**config.mk**
```make
export PLATFORM = sky130hd
export DESIGN_NAME = rbm_gibbs_layer
export DESIGN_NICKNAME = d
export VERILOG_FILES = /design/src/rtl/rbm_gibbs_layer.sv
export SDC_FILE = /design/constraint.sdc
export NUM_CORES = 1
export LEC_CHECK = 0
export ABC_AREA = 1
export CORE_ASPECT_RATIO = 1.4
export CORE_UTILIZATION = 41
export DETAILED_ROUTE_END_ITERATION = 6
export MAX_ROUTING_LAYER = met4
export PLACE_DENSITY = 0.74
export SLEW_MARGIN = 20
export SYNTH_ARGS = -nofsm -noshare
export SYNTH_HDL_FRONTEND = slang
export SYNTH_SLANG_ARGS = --single-unit
export TNS_END_PERCENT = 100
```
**constraint.sdc**
```tcl
create_clock -name clock -period 3.18 [get_ports clock]
set_input_delay 0.477 -clock clock [delete_from_list [all_inputs] [get_ports clock]]
set_output_delay 0.477 -clock clock [all_outputs]
set_load 0.02 [all_outputs]
```
**src/rtl/rbm_gibbs_layer.sv**
```systemverilog
// Bidirectional RBM layer: one shared weight matrix drives both v->h and h->v passes,
// evaluating LANES neurons per group with per-term saturating accumulation.

module sigmoid #(
  parameter int IN_BITS  = 16,
  parameter int OUT_BITS = 8
) (
  input  logic signed [IN_BITS-1:0]  i_x,
  output logic        [OUT_BITS-1:0] o_y
);
  localparam logic signed [IN_BITS:0] C_MID = (IN_BITS+1)'(1 << (OUT_BITS-1));
  localparam logic signed [IN_BITS:0] C_MAX = (IN_BITS+1)'((1 << OUT_BITS) - 1);

  logic signed [IN_BITS:0] w_lin;

  // Hard sigmoid: slope 1/16 centred on mid-scale, clamped to the output range.
  assign w_lin = ($signed({i_x[IN_BITS-1], i_x}) >>> 4) + C_MID;

  always_comb begin
    if (w_lin[IN_BITS])     o_y = '0;
    else if (w_lin > C_MAX) o_y = '1;
    else                    o_y = w_lin[OUT_BITS-1:0];
  end
endmodule

module rbm_gibbs_layer #(
  parameter int VIS_DIM  = 15,
  parameter int HID_DIM  = 5,
  parameter int W_BITS   = 12,
  parameter int ACC_BITS = 16,
  parameter int SIG_BITS = 8,
  parameter int LANES    = 1,
  parameter int CHUNK    = 4,
  localparam int MAXD    = (VIS_DIM > HID_DIM) ? VIS_DIM : HID_DIM
) (
  input  logic                      clock,
  input  logic                      reset_n,
  input  logic                      start,
  input  logic                      dir,
  input  logic                      det_mode,
  input  logic [MAXD-1:0]           in_bits,
  input  logic [LANES*SIG_BITS-1:0] rand_data,
  output logic [MAXD-1:0]           out_bits,
  output logic                      busy,
  output logic                      done
);
  localparam int MI_W = (MAXD > 1) ? $clog2(MAXD) : 1;
  localparam int VI_W = (VIS_DIM > 1) ? $clog2(VIS_DIM) : 1;
  localparam int HI_W = (HID_DIM > 1) ? $clog2(HID_DIM) : 1;
  localparam int CW   = $clog2(MAXD + 1) + 1;
  localparam int K_VH = (VIS_DIM + CHUNK - 1) / CHUNK;
  localparam int K_HV = (HID_DIM + CHUNK - 1) / CHUNK;
  localparam int G_VH = (HID_DIM + LANES - 1) / LANES;
  localparam int G_HV = (VIS_DIM + LANES - 1) / LANES;

  localparam logic signed [ACC_BITS-1:0] ACC_MAX = {1'b0, {(ACC_BITS-1){1'b1}}};
  localparam logic signed [ACC_BITS-1:0] ACC_MIN = {1'b1, {(ACC_BITS-1){1'b0}}};

  localparam logic [1:0] S_IDLE   = 2'd0;
  localparam logic [1:0] S_BIAS   = 2'd1;
  localparam logic [1:0] S_ACC    = 2'd2;
  localparam logic [1:0] S_SAMPLE = 2'd3;

  // Parameter memories have no write port; the simulation environment loads them.
  logic signed [W_BITS-1:0]   r_weight [VIS_DIM][HID_DIM];
  logic signed [W_BITS-1:0]   r_vbias  [VIS_DIM];
  logic signed [W_BITS-1:0]   r_hbias  [HID_DIM];

  logic [1:0]                 r_state;
  logic                       r_dir;
  logic                       r_det;
  logic [MAXD-1:0]            r_in;
  logic [MAXD-1:0]            r_out;
  logic                       r_busy;
  logic                       r_done;
  logic [CW-1:0]              r_k;
  logic [CW-1:0]              r_grp;
  logic signed [ACC_BITS-1:0] r_acc [LANES];

  logic signed [ACC_BITS-1:0] w_next  [LANES];
  logic signed [ACC_BITS-1:0] w_bias  [LANES];
  logic [SIG_BITS-1:0]        w_sig   [LANES];
  logic                       w_valid [LANES];
  logic [MI_W-1:0]            w_idx   [LANES];
  logic                       w_bit   [LANES];
  logic                       w_k_last;
  logic                       w_g_last;

  function automatic logic signed [ACC_BITS-1:0] sat_add(
    input logic signed [ACC_BITS-1:0] a,
    input logic signed [ACC_BITS-1:0] b
  );
    logic signed [ACC_BITS:0] s;
    s = {a[ACC_BITS-1], a} + {b[ACC_BITS-1], b};
    if (s[ACC_BITS] != s[ACC_BITS-1]) return s[ACC_BITS] ? ACC_MIN : ACC_MAX;
    return s[ACC_BITS-1:0];
  endfunction

  // Transposed indexing for h->v lets both directions share one matrix.
  function automatic logic signed [ACC_BITS-1:0] term_at(input int i, input int n);
    logic signed [W_BITS-1:0] w;
    w = '0;
    if (!r_dir) begin
      if (i < VIS_DIM && n < HID_DIM && r_in[MI_W'(i)]) w = r_weight[VI_W'(i)][HI_W'(n)];
    end else begin
      if (i < HID_DIM && n < VIS_DIM && r_in[MI_W'(i)]) w = r_weight[VI_W'(n)][HI_W'(i)];
    end
    return {{(ACC_BITS-W_BITS){w[W_BITS-1]}}, w};
  endfunction

  function automatic logic signed [ACC_BITS-1:0] chunk_sum(
    input logic signed [ACC_BITS-1:0] a,
    input int                         n
  );
    logic signed [ACC_BITS-1:0] s;
    s = a;
    for (int c = 0; c < CHUNK; c++) s = sat_add(s, term_at(int'(r_k) * CHUNK + c, n));
    return s;
  endfunction

  function automatic logic signed [ACC_BITS-1:0] bias_at(input int n);
    logic signed [W_BITS-1:0] b;
    b = '0;
    if (!r_dir) begin
      if (n < HID_DIM) b = r_hbias[HI_W'(n)];
    end else begin
      if (n < VIS_DIM) b = r_vbias[VI_W'(n)];
    end
    return {{(ACC_BITS-W_BITS){b[W_BITS-1]}}, b};
  endfunction

  for (genvar gl = 0; gl < LANES; gl++) begin : g_sig
    sigmoid #(.IN_BITS(ACC_BITS), .OUT_BITS(SIG_BITS)) u_sig (
      .i_x (r_acc[gl]),
      .o_y (w_sig[gl])
    );
  end

  always_comb begin
    for (int l = 0; l < LANES; l++) begin
      w_next[l]  = chunk_sum(r_acc[l], int'(r_grp) * LANES + l);
      w_bias[l]  = bias_at(int'(r_grp) * LANES + l);
      w_valid[l] = (int'(r_grp) * LANES + l) < (r_dir ? VIS_DIM : HID_DIM);
      w_idx[l]   = MI_W'(int'(r_grp) * LANES + l);
      w_bit[l]   = r_det ? ~r_acc[l][ACC_BITS-1]
                         : (w_sig[l] > rand_data[l*SIG_BITS +: SIG_BITS]);
    end
  end

  assign w_k_last = int'(r_k)   == (r_dir ? K_HV : K_VH) - 1;
  assign w_g_last = int'(r_grp) == (r_dir ? G_HV : G_VH) - 1;

  always_ff @(posedge clock or negedge reset_n) begin
    if (!reset_n) begin
      r_state <= S_IDLE;
      r_dir   <= 1'b0;
      r_det   <= 1'b0;
      r_in    <= '0;
      r_out   <= '0;
      r_busy  <= 1'b0;
      r_done  <= 1'b0;
      r_k     <= '0;
      r_grp   <= '0;
      for (int l = 0; l < LANES; l++) r_acc[l] <= '0;
    end else begin
      r_done <= 1'b0;
      case (r_state)
        S_IDLE: begin
          if (start) begin
            r_dir   <= dir;
            r_det   <= det_mode;
            r_in    <= in_bits;
            r_out   <= '0;
            r_busy  <= 1'b1;
            r_grp   <= '0;
            r_state <= S_BIAS;
          end
        end
        S_BIAS: begin
          for (int l = 0; l < LANES; l++) r_acc[l] <= w_bias[l];
          r_k     <= '0;
          r_state <= S_ACC;
        end
        S_ACC: begin
          for (int l = 0; l < LANES; l++) r_acc[l] <= w_next[l];
          r_k <= r_k + CW'(1);
          if (w_k_last) r_state <= S_SAMPLE;
        end
        S_SAMPLE: begin
          for (int l = 0; l < LANES; l++)
            if (w_valid[l]) r_out[w_idx[l]] <= w_bit[l];
          if (w_g_last) begin
            r_state <= S_IDLE;
            r_busy  <= 1'b0;
            r_done  <= 1'b1;
          end else begin
            r_grp   <= r_grp + CW'(1);
            r_state <= S_BIAS;
          end
        end
        default: r_state <= S_IDLE;
      endcase
    end
  end

  assign out_bits = r_out;
  assign busy     = r_busy;
  assign done     = r_done;
endmodule
```
==> impl_metrics.env, run 1 <==
export IMPL_slew_viol_final=0
export IMPL_netlist_top_cells_area="dfrtp_1, nand2_1, ha_1"
export IMPL_synth_edf_count=0
export IMPL_io_pins=45
export IMPL_drt_iter0_drc=89
export IMPL_p_total_uw=1640
export IMPL_critPathMaxFanout=32
export IMPL_seq_power_share_pct=31.7
export IMPL_core_um2=4500
export IMPL_hold_path_class="flip-flop to flip-flop"
export IMPL_grt_max_degree=33
export IMPL_setup_ws_ns=1.09
export IMPL_finClkSkew_ns=0.00790
export IMPL_dieHeight_um=82.9
export IMPL_yosysTopAreaCellShare_pct=40.5
export IMPL_p_clk_share_pct=24.5
export IMPL_cts_hold_buffers=0
export IMPL_p_int_uw=951
export IMPL_sw_frac_of_total_pct=42.0
export IMPL_grt_ovfl_total=0
export IMPL_avgSynthCellArea_um2=7.49
export IMPL_drt_total_wl_um=3780
export IMPL_async_flop_share_pct=100
export IMPL_hold_end="out_bits[2]$_DFFE_PN0P_"
export IMPL_pre_cts_ws_ns=1.11
export IMPL_whs_path_depth=2
export IMPL_hpwl_um=2690
export IMPL_worstPathRequired_ns=3.34
export IMPL_route_met3_wl_um=140
export IMPL_critPathArrivalTime_ns=2.25
export IMPL_synth_cell_types=25
export IMPL_die_w_um=59.8
export IMPL_placedCellCount=331
export IMPL_root_buffer="clkbuf_8"
export IMPL_maxCapViolCount=0
export IMPL_synth_warnings=0
export IMPL_power_density_nw_per_um2=724
export IMPL_ant_nets=0
export IMPL_antenna_cells=0
export IMPL_portBuffers=22
export IMPL_cts_sinks=31
export IMPL_ir_drop_uv=503
export IMPL_worstRegToRegCells=7
export IMPL_r2r_slack_ns=1.09
export IMPL_wl_per_cell_um=11.1
export IMPL_wl_met1_um=1570
export IMPL_hold_viol_final=0
export IMPL_cts_resized=0
export IMPL_p_leak_uw=0.00109
export IMPL_post_route_drc_count=0
export IMPL_startpoint="r_state[1]$_DFFE_PN0P_"
export IMPL_cts_buffers=5
export IMPL_fin_hold_ws_ns=0.471
export IMPL_outcome="finished clean"
export IMPL_grt_usage_pct=17.7
export IMPL_gp_congestion=0.799
export IMPL_path_class="flip-flop to flip-flop"
export IMPL_drive_above_1_share_pct=7.58
export IMPL_stdcell_count=339
export IMPL_setup_viol=0
export IMPL_grt_pass1_vias=1647
export IMPL_slew_headroom_pct=50.3
export IMPL_firstDrtPassIters=4
export IMPL_synth_seq_area_share_pct=40.5
export IMPL_crit_path_start_kind="flip-flop"
export IMPL_clk_pin_slew_ns=0.07
export IMPL_synthCells=256
export IMPL_insertion_delay_ns=0.28
export IMPL_post_cts_buffers=0
export IMPL_synth_top_flop_cell="dfrtp_1"
export IMPL_worstMarginPinSlew_ns=0.743
export IMPL_crit_path_end_kind="flip-flop"
export IMPL_fmax_mhz=478
export IMPL_grt_pass1_wl_um=6670
export IMPL_period_needed_ns=2.09
export IMPL_rows=29
export IMPL_met2_length_um=1970
export IMPL_vias=1684
export IMPL_viasPerCell=4.97
export IMPL_synthesis_area_um2=1920
export IMPL_p_switching_uw=688
export IMPL_min_from="out_bits[2]$_DFFE_PN0P_"
export IMPL_areaGrowthSynthToFinish_pct=18.1
export IMPL_routed_top_layer="met4"
export IMPL_synth_seq_cells=31
export IMPL_initial_core_util_pct=42.6
export IMPL_nNetsFinal=315
export IMPL_rr_endpoint="r_grp[3]$_DFFE_PN0P_"
export IMPL_cts_max_level=2
export IMPL_antenna_found_initial=0
export IMPL_crit_reg2reg_launch="r_state[1]$_DFFE_PN0P_"
export IMPL_fin_crit_sh_pct=65.7
export IMPL_setup_tns_ns=0
export IMPL_cts_tree="built"
export IMPL_yosysTopAreaCell="dfrtp_1"
export IMPL_p_comb_share_pct=43.8
export IMPL_rsz0062_at_grt="no"
export IMPL_synth_fp_nets=295
export IMPL_die_area_um2=4960
export IMPL_clock_path_buffers=2
## state kept, by name (all words and copies together) (netlist names)
signal	cells
busy	1
r_det	1
r_grp	5
out_bits	15
done	1
r_state	2
r_dir	1
r_k	5
## layer usage
metal | vias to the layer above | global-route usage, %
li1 | 875 | -
met1 | 760 | 17.5
met2 | 37 | 30.7
met3 | 12 | 4.98
met4 | 0 | 8.46
met5 | - | -
## layout make-up
type                       instances  area (µm²)
clock buffer                       6        82.6
clock inverter                     2        35.0
fill                             462        2230
inverter                          27         104
multi-input combinational        187         955
sequential                        31         776
tap                               62        77.6
timing repair buffer              24         235
## cell usage in the layout (no fill, tap or decap), drive strengths merged
master         netlist  final
clkinv               1      2
nor3                 4      4
nand2               73     73
o21bai               1      1
nor3b                1      1
clkbuf               1      6
bufinv               0      1
nor2                26     26
a31oi                1      1
nand3               24     24
inv                 26     26
clkdlybuf4s50        0     22
buf                 10      2
dfrtp               31     31
a21oi                4      4
o21ai               25     25
ha                  11     11
nand4               17     17
## worst max-delay path: stages (launching register included)
cell and delay, ns:
dfrtp_1 0.42, ha_1 0.17, buf_4 0.26, inv_4 0.08
o21ai_4 0.59, nand2_2 0.27, nand2_1 0.11, o21ai_1 0.06
## Yosys cell counts, types with 3 or more instances
cell type,n
nand2_2,3
buf_2,3
nand2_1,70
inv_1,21
ha_1,11
o21ai_1,7
buf_4,4
o21ai_0,17
inv_2,4
nand4_1,17
nor2_1,25
dfrtp_1,31
nand3_1,24
buf_6,3
nor3_1,4
a21oi_1,3
## worst max-delay path by stage
stage,endpoint
after floorplan,out_bits[10]$_DFFE_PN0P_
after global placement,r_grp[3]$_DFFE_PN0P_
after detailed placement,r_grp[0]$_DFFE_PN0P_
after CTS,r_grp[2]$_DFFE_PN0P_
after global routing,r_grp[2]$_DFFE_PN0P_
final,r_grp[3]$_DFFE_PN0P_
## stage by stage
stage	area (µm²)	utilization (%)
2_1_floorplan	1920	-
3_3_place_gp	2150	47.7
3_5_place_dp	2150	47.7
4_1_cts	2260	50.3
5_1_grt	2260	50.3
6_report	2260	50.3
## kinds of logic (layout without fill, tap and decap cells)
family / Yosys count / count (layout) / synth area share [%]
buffers and inverters: 38 / 59 / 9.73
DFF: 31 / 31 / 40.5
adders and majority gates: 11 / 11 / 7.18
AOI/OAI and AO/OA: 31 / 31 / 9.47
and+or+nand+nor: 145 / 145 / 33.2
## power by group through the flow
stage	clock [µW]	sequential [µW]	combinational, µW
2_1_floorplan	0	535	573
3_3_place_gp	0	526	706
3_5_place_dp	0	529	721
4_1_cts	412	522	728
5_1_grt	433	531	822
6_report	401	520	718
Note: power is estimated with default switching activity, not from simulation.
==> run 2: changes to the inputs <==
--- a/config.mk
+++ b/config.mk
@@ -10,7 +10,7 @@
 export CORE_UTILIZATION = 41
 export DETAILED_ROUTE_END_ITERATION = 6
 export MAX_ROUTING_LAYER = met4
-export PLACE_DENSITY = 0.74
+export PLACE_DENSITY = 0.76
 export SLEW_MARGIN = 20
 export SYNTH_ARGS = -nofsm -noshare
 export SYNTH_HDL_FRONTEND = slang
==> constraint.sdc (replaced) <==
create_clock -name clock -period 1.7 [get_ports clock]
set_input_delay 0.255 -clock clock [delete_from_list [all_inputs] [get_ports clock]]
set_output_delay 0.255 -clock clock [all_outputs]
set_load 0.02 [all_outputs]
==> impl_metrics.env, run 2 (synthesized netlist as in run 1, its figures left out) <==
export IMPL_slew_headroom_pct=73.0
export IMPL_setup_tns_ns=0
export IMPL_final_util_pct=51.9
export IMPL_path_class="flip-flop to flip-flop"
export IMPL_core_um2=4500
export IMPL_multi_input_area_um2=955
export IMPL_cts_tree="built"
export IMPL_num_fill_cells=448
export IMPL_crit_path_end_kind="flip-flop"
export IMPL_crit_reg2reg_launch="r_state[0]$_DFFE_PN0P_"
export IMPL_die_area_um2=4960
export IMPL_gp_congestion=0.786
export IMPL_startpoint="r_state[0]$_DFFE_PN0P_"
export IMPL_p_comb_share_pct=51.1
export IMPL_stdcell_count=345
export IMPL_portBuffers=22
export IMPL_io_pins=45
export IMPL_post_route_drc_count=0
export IMPL_p_leak_uw=0.00113
export IMPL_cts_sinks=31
export IMPL_critPathArrivalTime_ns=1.70
export IMPL_p_int_uw=1730
export IMPL_p_switching_uw=1290
export IMPL_fin_crit_sh_pct=89.7
export IMPL_placedCellCount=335
export IMPL_drive_above_1_share_pct=9.19
export IMPL_dieHeight_um=82.9
export IMPL_period_needed_ns=1.52
export IMPL_crit_path_start_kind="flip-flop"
export IMPL_vias=1727
export IMPL_slew_viol_final=0
export IMPL_grt_usage_pct=16.9
export IMPL_nNetsFinal=323
export IMPL_cts_max_level=2
export IMPL_viasPerCell=5.01
export IMPL_areaGrowthSynthToFinish_pct=21.8
export IMPL_placed_cell_area_um2=2200
export IMPL_worstPathRequired_ns=1.87
export IMPL_initial_core_util_pct=42.6
export IMPL_routed_top_layer="met4"
export IMPL_p_clk_share_pct=17.1
export IMPL_grt_max_degree=32
export IMPL_power_density_nw_per_um2=1290
export IMPL_firstDrtPassIters=5
export IMPL_cts_buffers=5
export IMPL_antenna_cells=0
export IMPL_die_w_um=59.8
export IMPL_wl_met1_um=1560
export IMPL_worstRegToRegCells=8
export IMPL_hold_path_class="primary input to asynchronous set/reset pin"
export IMPL_ff_latch_area_um2=776
export IMPL_drt_iter0_drc=77
export IMPL_grt_ovfl_total=0
export IMPL_route_met3_wl_um=148
export IMPL_largest_register_ff_count=15
export IMPL_wl_per_cell_um=11.0
export IMPL_rows=29
export IMPL_root_buffer="clkbuf_8"
export IMPL_grt_pass1_vias=1561
export IMPL_critPathMaxFanout=18
export IMPL_worstMarginPinSlew_ns=0.404
export IMPL_ir_drop_uv=994
export IMPL_final_cell_mix="nand2_1, dfrtp_1, nor2_1, nand3_1, clkdlybuf4s50_1"
export IMPL_hold_viol_final=0
export IMPL_rr_endpoint="out_bits[10]$_DFFE_PN0P_"
export IMPL_ant_nets=0
export IMPL_grt_pass1_wl_um=6500
export IMPL_mostFrequentLayoutCell="nand2_1"
export IMPL_p_total_uw=3020
export IMPL_sw_frac_of_total_pct=42.7
export IMPL_fmax_mhz=656
export IMPL_met2_length_um=2020
export IMPL_setup_viol=0
export IMPL_r2r_slack_ns=0.18
export IMPL_maxCapViolCount=0
export IMPL_outcome="finished clean"
export IMPL_clk_pin_slew_ns=0.06
export IMPL_clock_path_buffers=2
export IMPL_hpwl_um=2620
export IMPL_drt_total_wl_um=3800
export IMPL_finClkSkew_ns=0.00647
export IMPL_rsz0062_at_grt="no"
export IMPL_antenna_found_initial=0
export IMPL_seq_power_share_pct=31.8
export IMPL_fin_area_um2=2330
export IMPL_insertion_delay_ns=0.28
[run 2: cell types whose count changed in the layout (fill, tap and decap cells not counted)]
cell       before  now
buf_4           2    6
buf_12          0    3
bufinv_16       1    0
clkbuf_1        0    1
clkbuf_16       0    1
clkbuf_8        6    5
clkinv_2        1    0
[run 2: metal layers]
metal / GRT usage, % / vias to the layer above
met2: 29.0 / 45
met3: 3.74 / 8
li1: - / 890
met4: 6.13 / 0
met5: - / -
met1: 18.5 / 784
[run 2: worst max-delay path by stage]
stage | to | slack (ns)
2_1_floorplan | out_bits[10]$_DFFE_PN0P_ | 0.31
3_3_place_gp | r_grp[1]$_DFFE_PN0P_ | 0.07
3_5_place_dp | out_bits[10]$_DFFE_PN0P_ | 0.03
4_1_cts | r_grp[3]$_DFFE_PN0P_ | 0.02
5_1_grt | out_bits[7]$_DFFE_PN0P_ | 0.02
6_report | out_bits[10]$_DFFE_PN0P_ | 0.18
[run 2: metrics by stage]
stage	hold WS, ns	worst slack (ns)
finish	0.376	0.176
global route	0.411	0.0166
CTS	0.394	0.0220
detailed placement	0.457	0.0339
global placement	0.454	0.0672
floorplan	-0.0406	0.307
[run 2: cell type report]
class                           count  area share (%)
Tap cell                           62            3.32
Clock buffer                        6            3.11
Multi-Input combinational cell    187            40.9
Inverter                           27            4.45
Timing Repair Buffer               32            15.0
Sequential cell                    31            33.2
[run 2: what timing repair did]
item / CTS / global route
resized for setup: 0 / 0
setup buffers: 0 / 3
setup endpoints to repair: 0 / 19
hold buffers: 0 / 0
[run 2: power groups by stage]
stage	Clock, µW	Combinational (µW)	Sequential, µW
6_report	516	1550	960
5_1_grt	572	1760	975
4_1_cts	537	1450	963
3_5_place_dp	0	1440	976
3_3_place_gp	0	1410	974
2_1_floorplan	0	1070	1000
[run 2: worst max-delay path, stage by stage (launching register included)]
cell	delay [ns]
dfrtp_1	0.41
inv_1	0.13
ha_1	0.25
nand2_1	0.13
o21ai_4	0.13
buf_12	0.18
nand3_1	0.08
nand2_1	0.06
nand2_1	0.05
==> run 3: changes to the inputs <==
--- a/config.mk
+++ b/config.mk
@@ -6,6 +6,7 @@
 export NUM_CORES = 1
 export LEC_CHECK = 0
 export ABC_AREA = 1
+export CAP_MARGIN = 20
 export CORE_ASPECT_RATIO = 1.4
 export CORE_UTILIZATION = 41
 export DETAILED_ROUTE_END_ITERATION = 6
==> constraint.sdc (replaced) <==
create_clock -name clock -period 1.7 [get_ports clock]
set_input_delay 0.255 -clock clock [delete_from_list [all_inputs] [get_ports clock]]
set_output_delay 0.255 -clock clock [all_outputs]
set_load 0.1 [all_outputs]
==> impl_metrics.env, run 3 (synthesized netlist as in run 1, its figures left out) <==
export IMPL_sw_frac_of_total_pct=46.5
export IMPL_clock_path_buffers=2
export IMPL_path_cells="inv_2, ha_1, nand2_2, inv_2, nand2_1, nand2_1, nand2_4, clkbuf_16, nand3_1, nand2_1, nand2_1"
export IMPL_p_total_uw=3340
export IMPL_critPathArrivalTime_ns=1.78
export IMPL_placed_cell_area_um2=2370
export IMPL_antenna_found_initial=0
export IMPL_p_int_uw=1780
export IMPL_worstMarginPinSlew_ns=0.415
export IMPL_grt_max_degree=32
export IMPL_ant_nets=0
export IMPL_startpoint="r_dir$_DFFE_PN0P_"
export IMPL_slew_headroom_pct=72.3
export IMPL_cts_tree="built"
export IMPL_fmax_mhz=623
export IMPL_dieHeight_um=82.9
export IMPL_critPathMaxFanout=7
export IMPL_rows=29
export IMPL_antenna_cells=0
export IMPL_drive_above_1_share_pct=15.5
export IMPL_p_leak_uw=0.00123
export IMPL_drt_total_wl_um=4190
export IMPL_root_buffer="clkbuf_8"
export IMPL_firstDrtPassIters=4
export IMPL_io_pins=45
export IMPL_cts_max_level=2
export IMPL_hold_viol_final=0
export IMPL_crit_path_start_kind="flip-flop"
export IMPL_fin_area_um2=2530
export IMPL_rr_endpoint="out_bits[0]$_DFFE_PN0P_"
export IMPL_setup_tns_ns=0
export IMPL_p_clk_share_pct=16.5
export IMPL_initial_core_util_pct=42.6
export IMPL_crit_reg2reg_launch="r_dir$_DFFE_PN0P_"
export IMPL_die_area_um2=4960
export IMPL_clk_pin_slew_ns=0.06
export IMPL_areaGrowthSynthToFinish_pct=31.9
export IMPL_fin_hold_ws_ns=0.373
export IMPL_outcome="finished clean"
export IMPL_viasPerCell=5.09
export IMPL_cts_hold_buffers=0
export IMPL_core_um2=4500
export IMPL_r2r_slack_ns=0.1
export IMPL_fin_crit_sh_pct=94.4
export IMPL_drt_iter0_drc=89
export IMPL_cts_sinks=31
export IMPL_largest_register_ff_count=15
export IMPL_hold_path_class="primary input to asynchronous set/reset pin"
export IMPL_portBuffers=22
export IMPL_final_cell_mix="nand2_1, dfrtp_1, nor2_1, nand3_1"
export IMPL_p_comb_share_pct=53.9
export IMPL_grt_usage_pct=19.0
export IMPL_die_w_um=59.8
export IMPL_mostFrequentLayoutCell="nand2_1"
export IMPL_seq_power_share_pct=29.6
export IMPL_wl_per_cell_um=12.1
export IMPL_hpwl_um=2910
export IMPL_slew_viol_final=0
export IMPL_cts_buffers=5
export IMPL_crit_top_cell="nand2_1"
export IMPL_path_class="flip-flop to flip-flop"
export IMPL_num_fill_cells=426
export IMPL_maxCapViolCount=0
export IMPL_grt_pass1_wl_um=7040
export IMPL_vias=1761
export IMPL_cpMaxStageDelayCell="dfrtp_1"
export IMPL_p_switching_uw=1550
export IMPL_gp_congestion=0.770
export IMPL_worstRegToRegCells=11
export IMPL_worstPathRequired_ns=1.88
export IMPL_grt_pass1_vias=1697
export IMPL_crit_path_end_kind="flip-flop"
export IMPL_period_needed_ns=1.60
export IMPL_grt_ovfl_total=0
export IMPL_power_density_nw_per_um2=1320
export IMPL_finClkSkew_ns=0.00608
export IMPL_critPathMaxStageDelay_ns=0.38
export IMPL_ir_drop_uv=1020
export IMPL_placedCellCount=335
export IMPL_nNetsFinal=322
export IMPL_post_route_drc_count=0
export IMPL_stdcell_count=346
export IMPL_insertion_delay_ns=0.28
export IMPL_setup_viol=0
## run 3: changes by cell type in the layout (fill, tap and decap cells not counted), sizes merged
cell / delta
clkbuf: +2
clkinv: +1
buf: +15
clkdlybuf4s50: -17
## run 3: worst max-delay path: cells and delay by family, from the launching register on
kind	cells	cell delay, ns
adders and majority gates	1	0.30
buffers and inverters	3	0.26
DFF	1	0.38
and+or+nand+nor	7	0.56
## run 3: final cells by class
class / count / area (µm²) / share of cell area (%)
clock buffers: 7 / 76.3 / 3.02
multi-input cells: 187 / 960 / 38.0
flip-flops and latches: 31 / 776 / 30.7
clock inverters: 1 / 5.00 / 0.198
repair buffers: 31 / 531 / 21.0
inverters: 27 / 104 / 4.11
well taps: 62 / 77.6 / 3.07
## run 3: repair_timing
action | 4_1_cts | 5_1_grt
endpoints found under the setup margin | 0 | 17
hold endpoints to repair | 0 | 0
resized for setup | 0 | 2
setup buffers | 0 | 1
## run 3: metrics by stage
step,setup WS [ns],utilization [%]
floorplan,0.289,-
global placement,0.0715,52.7
detailed placement,0.0360,52.7
CTS,0.0293,54.5
global route,-0.0180,56.2
finish,0.0958,56.2
## run 3: worst max-delay path by stage
stage                                     to  slack (ns)  depth (start not counted)
finish               out_bits[0]$_DFFE_PN0P_         0.1                         11
global route         out_bits[0]$_DFFE_PN0P_       -0.02                         11
CTS                  out_bits[8]$_DFFE_PN0P_        0.03                          7
detailed placement   out_bits[8]$_DFFE_PN0P_        0.04                          7
global placement        r_grp[3]$_DFFE_PN0P_        0.07                          6
floorplan           out_bits[10]$_DFFE_PN0P_        0.29                          8
## run 3: per-layer routing
layer  global-route usage (%)  vias to the layer above  share of wire, %
met2                     32.8                       47                54
met4                     8.88                        0               2.6
li1                         -                      891                 -
met1                     19.2                      810                40
met3                     4.83                       13               3.7
met5                        -                        -                 0
## run 3: power groups by stage
stage          registers, µW  clock network [µW]  logic [µW]
5_1_grt                 1010                 601        2000
2_1_floorplan           1190                   0        1070
6_report                 988                 549        1800
3_3_place_gp             992                   0        1670
4_1_cts                  985                 572        1730
3_5_place_dp             999                   0        1730
